$ cat src/rtl/ff_bist_pkg.sv
// Shared types and constants for the flipFlops BIST controller and its golden model.
package ff_bist_pkg;

    typedef enum logic [2:0] {
        ST_IDLE,
        ST_CLR,
        ST_DRIVE,
        ST_CHECK,
        ST_DONE
    } state_e;

    localparam int          LFSR_W    = 8;
    // Taps 8,6,5,4 expressed as a mask over bits [7:0]
    localparam logic [7:0]  LFSR_TAPS = 8'hB8;

    localparam int FM_SR = 0;
    localparam int FM_JK = 1;
    localparam int FM_D  = 2;
    localparam int FM_T  = 3;

    localparam int STIM_W = 6;
    localparam int STIM_S = 0;
    localparam int STIM_R = 1;
    localparam int STIM_J = 2;
    localparam int STIM_K = 3;
    localparam int STIM_D = 4;
    localparam int STIM_T = 5;

    function automatic logic [LFSR_W-1:0] lfsr_next(input logic [LFSR_W-1:0] l);
        return {l[LFSR_W-2:0], ^(l & LFSR_TAPS)};
    endfunction

endpackage

$ cat src/rtl/ff_golden_model.sv
// Reference model of the SR/JK/D/T flop block; advances only on the edge that ends DRIVE.
module ff_golden_model
    import ff_bist_pkg::*;
(
    input  logic              clk,
    input  logic              clr_i,
    input  logic              en_i,
    input  logic [STIM_W-1:0] stim_i,
    output logic [3:0]        exp_q_o
);

    logic [3:0] q_q;
    logic [3:0] q_d;

    always_comb begin
        q_d        = q_q;
        q_d[FM_SR] = ~stim_i[STIM_R] & (q_q[FM_SR] | stim_i[STIM_S]);
        q_d[FM_JK] = (stim_i[STIM_J] & ~q_q[FM_JK]) | (~stim_i[STIM_K] & q_q[FM_JK]);
        q_d[FM_D]  = stim_i[STIM_D];
        q_d[FM_T]  = stim_i[STIM_T] ^ q_q[FM_T];
    end

    always_ff @(posedge clk) begin
        if (clr_i) begin
            q_q <= '0;
        end else if (en_i) begin
            q_q <= q_d;
        end
    end

    assign exp_q_o = q_q;

endmodule

$ cat src/rtl/ff_bist_ctrl.sv
// BIST controller for the flipFlops block: LFSR stimulus, golden compare,
// saturating error count and sticky per-flop failure mask.
module ff_bist_ctrl
    import ff_bist_pkg::*;
#(
    parameter int         NUM_VEC = 16,
    parameter logic [7:0] SEED    = 8'hA5
) (
    input  logic       clk,
    input  logic       rst,
    input  logic       start,
    output logic       S,
    output logic       R,
    output logic       J,
    output logic       K,
    output logic       Din,
    output logic       T,
    output logic       ff_rst,
    input  logic       Q_SR,
    input  logic       Q_JK,
    input  logic       Q_D,
    input  logic       Q_T,
    output logic       busy,
    output logic       done,
    output logic       pass,
    output logic [7:0] err_cnt,
    output logic [3:0] fail_mask
);

    localparam int IDX_W = 10;

    state_e              state_q;
    logic [LFSR_W-1:0]   lfsr_q;
    logic [LFSR_W-1:0]   lfsr_d;
    logic [IDX_W-1:0]    idx_q;
    logic [STIM_W-1:0]   stim_q;
    logic                ff_rst_q;
    logic                busy_q;
    logic                done_q;
    logic                pass_q;
    logic [7:0]          err_q;
    logic [7:0]          err_d;
    logic [3:0]          mask_q;
    logic [3:0]          mask_d;
    logic [3:0]          exp_q;
    logic [3:0]          mism;
    logic                idx_last;

    ff_golden_model u_golden (
        .clk     (clk),
        .clr_i   (rst || (state_q == ST_CLR)),
        .en_i    (state_q == ST_DRIVE),
        .stim_i  (stim_q),
        .exp_q_o (exp_q)
    );

    always_comb begin
        lfsr_d   = lfsr_next(lfsr_q);
        idx_last = (idx_q == IDX_W'(NUM_VEC - 1));
        mism     = {Q_T, Q_D, Q_JK, Q_SR} ^ exp_q;
        err_d    = err_q;
        if ((mism != 4'b0000) && (err_q != 8'hFF)) begin
            err_d = err_q + 8'd1;
        end
        mask_d   = mask_q | mism;
    end

    always_ff @(posedge clk) begin
        if (rst) begin
            state_q  <= ST_IDLE;
            lfsr_q   <= SEED;
            idx_q    <= '0;
            stim_q   <= '0;
            ff_rst_q <= 1'b0;
            busy_q   <= 1'b0;
            done_q   <= 1'b0;
            pass_q   <= 1'b0;
            err_q    <= '0;
            mask_q   <= '0;
        end else begin
            case (state_q)
                ST_IDLE, ST_DONE: begin
                    if (start) begin
                        state_q  <= ST_CLR;
                        lfsr_q   <= SEED;
                        idx_q    <= '0;
                        stim_q   <= '0;
                        ff_rst_q <= 1'b1;
                        busy_q   <= 1'b1;
                        done_q   <= 1'b0;
                        pass_q   <= 1'b0;
                        err_q    <= '0;
                        mask_q   <= '0;
                    end
                end
                ST_CLR: begin
                    state_q  <= ST_DRIVE;
                    ff_rst_q <= 1'b0;
                    stim_q   <= lfsr_q[STIM_W-1:0];
                end
                ST_DRIVE: begin
                    state_q <= ST_CHECK;
                end
                ST_CHECK: begin
                    err_q  <= err_d;
                    mask_q <= mask_d;
                    lfsr_q <= lfsr_d;
                    idx_q  <= idx_q + 1'b1;
                    // Stimulus for the next vector is loaded together with the LFSR advance
                    if (idx_last) begin
                        state_q <= ST_DONE;
                        stim_q  <= '0;
                        busy_q  <= 1'b0;
                        done_q  <= 1'b1;
                        pass_q  <= (err_d == 8'd0);
                    end else begin
                        state_q <= ST_DRIVE;
                        stim_q  <= lfsr_d[STIM_W-1:0];
                    end
                end
                default: begin
                    state_q <= ST_IDLE;
                end
            endcase
        end
    end

    assign S         = stim_q[STIM_S];
    assign R         = stim_q[STIM_R];
    assign J         = stim_q[STIM_J];
    assign K         = stim_q[STIM_K];
    assign Din       = stim_q[STIM_D];
    assign T         = stim_q[STIM_T];
    assign ff_rst    = ff_rst_q;
    assign busy      = busy_q;
    assign done      = done_q;
    assign pass      = pass_q;
    assign err_cnt   = err_q;
    assign fail_mask = mask_q;

endmodule

$ cat config.mk
export PLATFORM = sky130hd
export DESIGN_NAME = ff_bist_ctrl
export DESIGN_NICKNAME = d
export VERILOG_FILES = /design/src/rtl/ff_bist_pkg.sv /design/src/rtl/ff_golden_model.sv /design/src/rtl/ff_bist_ctrl.sv
export SDC_FILE = /design/constraint.sdc
export NUM_CORES = 1
export LEC_CHECK = 0
export BUFFER_PORTS_ARGS = -buffer_cell sky130_fd_sc_hd__buf_2
export CAP_MARGIN = 20
export CELL_PAD_IN_SITES_DETAIL_PLACEMENT = 0
export CELL_PAD_IN_SITES_GLOBAL_PLACEMENT = 1
export CORE_MARGIN = 2
export CORE_UTILIZATION = 35
export CTS_BUF_LIST = sky130_fd_sc_hd__clkbuf_8 sky130_fd_sc_hd__clkbuf_16
export DETAILED_ROUTE_END_ITERATION = 7
export GPL_TIMING_DRIVEN = 0
export PLACE_DENSITY_LB_ADDON = 0.15
export SKIP_CTS_REPAIR_TIMING = 1
export SYNTH_ARGS = -nofsm -noshare
export SYNTH_HDL_FRONTEND = slang
export SYNTH_SLANG_ARGS = --single-unit
export TNS_END_PERCENT = 5
$ cat constraint.sdc
create_clock -name clk -period 4.2 [get_ports clk]
set_input_delay 0.21 -clock clk [delete_from_list [all_inputs] [get_ports clk]]
set_output_delay 0.21 -clock clk [all_outputs]
set_load 0.01 [all_outputs]
==> key figures, run 1 <==
Status
  – Status: finished clean

Timing
  – Fin Hold WS: 0.245 ns
  – Fmax achieved: 0.453 GHz
  – Unrepaired setup endpoints after global routing: no
  – Final min period: about 2.2 ns
  – Slew margin rel.: about two fifths
  – Final Hold Viols: 0
  – Final setup viols: 0
  – Worst Tran Pin Value: approximately 0.9 ns
  – Setup_tns: 0 ns
  – Period utilization: ~53%
  – Final Skew: 0.00557 ns
  – Max-slew violations: 0

Detailed routing
  – DRC viols: 0
  – Via count: 2132
  – WL final: approximately 6 mm
  – DRT antenna net count: 0
  – Avg Vias per Cell: 5.49
  – WL/cell: ~16 µm
  – First-pass detailed-route iteration total: 8
  – Initial drt markers: 130

Floorplanning
  – Initial core utilization: 35.9%
  – Full die area: 7090 µm²
  – Row count: 29
  – Top-Level Pins: 29
  – CORE AREA: 6280 µm²
  – Die height: approximately 84 µm
  – Width of the die: 84.2 µm

Global routing
  – Number of global-route vias before repair: 1952
  – Initial antenna violation count: 0
  – Gr usage total: 17.7%
  – First-pass GRT wire length: 9.92 mm
  – Largest net degree at the start of global routing: 15
  – Total grt overflow: 0

Yosys
  – Syn_nets: about 290
  – Area leader, netlist: dfxtp_1
  – Post-synthesis sequential area ratio: between 40% and 50%
  – Distinct cell type count after synthesis: 46
  – Mean area per synthesized cell: 8.16 µm²
  – Synthesis Warnings: 0
  – Post-synth EDFFs: 0
  – Cell area after synthesis: between 2000 and 2500 µm²
  – Top post-synthesis cells by count: dfxtp_1, nor2_1, a21oi_1, nand2_1, clkbuf_1
  – Predominant post-synthesis flop cell: dfxtp_1
  – Ranking of synthesized cells by area: dfxtp_1, nor2_1, a21oi_1
  – Async set-or-reset flop fraction in the synthesized netlist: 0%
  – Most frequent cell after synthesis: dfxtp_1
  – Synthesized instance count: 276
  – Post-synthesis register bit count: 47
  – Synth top area share: 41.8%

Place
  – Placer Congestion: 0.796
  – Dpl hpwl: about 4.4 mm
  – Cells after DPL: 380
  – Buffers added on ports: 27

Critical path
  – Crit path kind: register to register
  – Crit path arrival time: between 2 and 2.5 ns
  – CP top delay family: simple AND/OR/NAND/NOR gates
  – Setup crit end kind: register
  – CP Max Fanout: 10
  – Required time of the critical path: ~4.4 ns
  – Buf+Inv Stages, Crit Path: 2
  – CP max stage delay: 0.64 ns
  – Critical path launch point type: register
  – CP Depth: 7
  – Cells along the critical path: clkbuf_1, nor2_1, and2_1, clkbuf_1, nor2_1, o21ai_0, a21oi_1
  – Reg2Reg Depth: 7
  – Cell with the largest stage delay on the worst path: nor2_1

Clock tree
  – CTS root buf: clkbuf_8
  – Clk sinks: 47
  – CTS tree: done
  – CTS clock-pin slew for the worst setup and hold paths: 0.09 ns
  – Deepest clock path buffer count: 2
  – Worst-Skew Late Latency: 0.31 ns
  – H-tree level count: 2
  – Inserted Clock Buffers: 5

Layout
  – # diodes: 0
  – Layout cells sized above 1: 14.1%
  – Synth-to-layout area growth: 14.0%
  – Final nets: 319
  – Finished Layout Cells: around 390
  – Layout Utilization: about two fifths

Power
  – PD cells: 334 nW/µm²
  – Total power draw: 858 µW
  – Pleak: 0.00102 µW
  – VDD IR max: around 0.00013 V

Flow run
  – Max-cap violations: 0

Hold path
  – Worst min-delay path class: input pin to register
  – Cells on Worst Hold Path: 3
-- layout make-up --
type | count | area (µm²)
inverter | 3 | 11.3
tap | 77 | 96.3
clock buffer | 5 | 68.8
timing repair buffer | 27 | 135
fill | 681 | 3710
buffer | 18 | 77.6
multi-input combinational | 208 | 1220
clock inverter | 3 | 15.0
sequential | 47 | 941
-- final timing paths --
check	start	endpoint	slack (ns)
setup / recovery	state_q[0]	idx_q[2]	1.99
setup reg to reg	state_q[0]	idx_q[2]	1.99
hold / removal	start	state_q[2]	0.25
hold reg to reg	done	done	0.46
-- registers in the layout (all words and copies together) (netlist names) --
name / flops
idx_q: 10
busy: 1
ff_rst: 1
u_golden.exp_q_o: 4
pass: 1
fail_mask: 4
lfsr_q: 8
state_q: 3
stim_q: 6
done: 1
err_cnt: 8
-- logic make-up after synthesis --
group	share of synthesized area (%)
AND/OR/NAND/NOR	23.8
XOR/XNOR	3.89
flip-flops	41.8
adder cells (fa/ha/maj)	1.11
multiplexers	2.78
AO/OA/AOI/OAI	22.7
buffers and inverters	3.94
-- through the flow --
| stage | cell area, µm² | setup WS (ns) |
|---|---|---|
| after floorplan | 2250 | 2.34 |
| after global placement | 2480 | 1.96 |
| after detailed placement | 2480 | 1.98 |
| after CTS | 2570 | 1.95 |
| after global routing | 2570 | 1.73 |
| final | 2570 | 1.99 |
-- where the power goes --
group	leakage, µW	internal, µW	total, µW	switching [µW]
combinational	0.000590	37.8	113	75.0
clock	0.0000477	114	275	161
sequential	0.000381	458	470	12.0
total	0.00102	611	858	248
-- cell usage in the layout, fill, tap and decap left out, types with 3 or more instances in the layout --
cell type,n
clkbuf_8,5
nand3_1,9
inv_1,3
a22oi_1,8
nor3_1,3
clkinv_2,3
xor2_1,8
nor3b_1,4
clkbuf_1,15
a211oi_1,3
nor2_1,43
and3_1,3
a31oi_1,7
o22ai_1,4
nand2_1,23
dfxtp_1,47
mux2i_1,4
buf_2,29
a311oi_1,6
or3_1,4
nand2b_1,7
a21oi_1,28
o21ai_0,11
-- worst min-delay path, stage by stage --
cell,delay (ns)
buf_2,0.12
nand3b_1,0.12
a21oi_1,0.06
-- metal layers --
layer	vias to the layer above	part of all wire (%)	track usage, %
met5	-	0	0
met4	0	1.7	7.04
met3	9	4.7	3.44
met2	46	43	25.9
met1	1022	50	25.5
li1	1055	-	-
No activity file was read; power rests on OpenSTA's default activity.
==> inputs of run 2 (changes only) <==
==> constraint.sdc (replaced) <==
create_clock -name clk -period 2.1 [get_ports clk]
set_input_delay 0.105 -clock clk [delete_from_list [all_inputs] [get_ports clk]]
set_output_delay 0.105 -clock clk [all_outputs]
set_load 0.01 [all_outputs]
==> run 2 against run 1 <==
Hold slack worse by 0.11 ns. Global-route usage stayed put. Sequential share of layout area is 0.82 points lower. Power is 100% higher. Sequential power is 100% higher. Sequential cell count stayed put. Cell count stayed put. First-iteration DRC count stayed put. Maximum frequency is 6.8% higher. Critical endpoint is now err_cnt[3]. Largest cell class unchanged. Highest routed layer unchanged.
==> key figures, run 2 (same netlist as run 1, synthesis figures left out) <==
Status
  – Status: finished clean

Layout
  – Max FFs per register: 10
  – Layout Utilization: 41.8%
  – Commonest cells after routing, fill and taps aside: dfxtp_1, nor2_1, buf_2
  – Layout cells sized above 1: 18.0%
  – Synth-to-layout area growth: 16.6%
  – Most common library cell in the layout ignoring fill and taps: dfxtp_1
  – Most flop-heavy register: idx_q
  – Final nets: 319
  – # diodes: 0

Power
  – Total internal power: approximately 1200 µW
  – Pleak: about 0.0011 µW
  – Net Switching: about 500 µW
  – Switch share: 29.0%
  – Clock power frac: 31.9%
  – Sequential group share of total power: 54.5%
  – PD cells: approximately 660 nW/µm²
  – Comb pwr share: 13.5%
  – VDD IR max: ~0.00026 V

Critical path
  – Setup crit end kind: register
  – Cell with the largest stage delay on the worst path: or4_4
  – CP Max Fanout: 10
  – Critical path launch point type: register
  – Crit path kind: register to register
  – CP max stage delay: 0.56 ns
  – Cells along the critical path: xor2_1, or4_4, buf_2, o31a_4, buf_6, a21o_1, a311oi_2
  – Required time of the critical path: about 2.3 ns
  – Crit path arrival time: about 2.3 ns

Floorplanning
  – Die height: 84.2 µm
  – Row count: 29
  – Top-Level Pins: 29
  – CORE AREA: 6280 µm²
  – Width of the die: 84.2 µm
  – Full die area: 7090 µm²
  – Initial core utilization: 35.9%

Place
  – Buffers added on ports: 27
  – Dpl hpwl: 4.38 mm
  – Worst slack, placed: -0.125 ns
  – Placer Congestion: 0.796

Clock tree
  – H-tree level count: 2
  – CTS clock-pin slew for the worst setup and hold paths: 0.09 ns
  – Worst-Skew Late Latency: 0.31 ns
  – Clk sinks: 47
  – CTS tree: done
  – Deepest clock path buffer count: 2
  – CTS root buf: clkbuf_8
  – Inserted Clock Buffers: 5

Timing
  – Worst Tran Pin Value: 0.650 ns
  – Final setup viols: 0
  – Max-slew violations: 0
  – Slew margin rel.: 56.6%
  – Final min period: 2.07 ns
  – Setup_tns: 0 ns
  – Final Hold Viols: 0
  – Worst Slack Setup Final: 0.0306 ns
  – Period utilization: 98.5%
  – Fmax achieved: 0.483 GHz
  – Final Skew: between 0.006 and 0.007 ns
  – Unrepaired setup endpoints after global routing: yes

Global routing
  – Initial antenna violation count: 0
  – Largest net degree at the start of global routing: 15
  – Number of global-route vias before repair: a little under 2k
  – First-pass GRT wire length: 9.92 mm
  – Total grt overflow: 0
  – Gr usage total: 17.7%

Detailed routing
  – DRC viols: 0
  – DRT antenna net count: 0
  – Initial drt markers: 130
  – First-pass detailed-route iteration total: 6
  – Via count: approximately 2.1k
  – Avg Vias per Cell: 5.46
  – WL/cell: 16.0 µm
  – WL final: 6.21 mm

Hold path
  – Worst min-delay path class: input pin to register

Flow run
  – Max-cap violations: 0
-- run 2: cell counts in the layout (fill, tap and decap cells not counted) --
Identical to the previous run, type by type.
-- run 2: power by group through the flow --
stage	Combinational, µW	Clock (µW)	Sequential (µW)
6_report	234	551	941
5_1_grt	259	599	946
4_1_cts	227	572	941
3_5_place_dp	226	0	962
3_3_place_gp	227	0	961
2_1_floorplan	144	0	963
-- run 2: metrics by stage --
stage	instance area, µm²	hold WS [ns]	total power, µW	instances
final	2630	0.138	1730	388
after global routing	2630	0.143	1800	388
after CTS	2570	0.131	1740	388
after detailed placement	2480	0.448	1190	380
after global placement	2480	0.437	1190	380
after floorplan	2250	0.287	1110	276
-- run 2: final timing paths --
check                           start    endpoint  slack [ns]  depth (start not counted)
setup / recovery  u_golden.exp_q_o[3]  err_cnt[3]        0.03                          7
hold / removal                  start  state_q[2]        0.14                          3
setup reg to reg  u_golden.exp_q_o[3]  err_cnt[3]        0.03                          7
hold reg to reg                  done        done        0.46                          2
-- run 2: critical path: cells and delay by family (launching register included) --
family | cells | cell delay, ns
AOI/OAI and AO/OA | 3 | 0.58
and+or+nand+nor | 1 | 0.56
DFF | 1 | 0.34
buffers and inverters | 2 | 0.33
xor gates and xnor gates | 1 | 0.18
-- run 2: final cells by class --
type	count	area (µm²)
Clock inverter	3	15.0
Buffer	18	81.3
Sequential cell	47	941
Clock buffer	5	68.8
Timing Repair Buffer	27	135
Fill cell	680	3650
Inverter	3	11.3
Multi-Input combinational cell	208	1280
Tap cell	77	96.3
-- run 2: routing by layer --
metal / GRT usage [%] / vias up / routed length, µm / share of wire [%]
li1: - / 1062 / - / -
met1: 25.5 / 1010 / 3090 / 50
met2: 25.9 / 36 / 2770 / 45
met3: 3.44 / 9 / 242 / 3.9
met4: 7.04 / 0 / 102 / 1.6
met5: 0 / - / 0 / 0
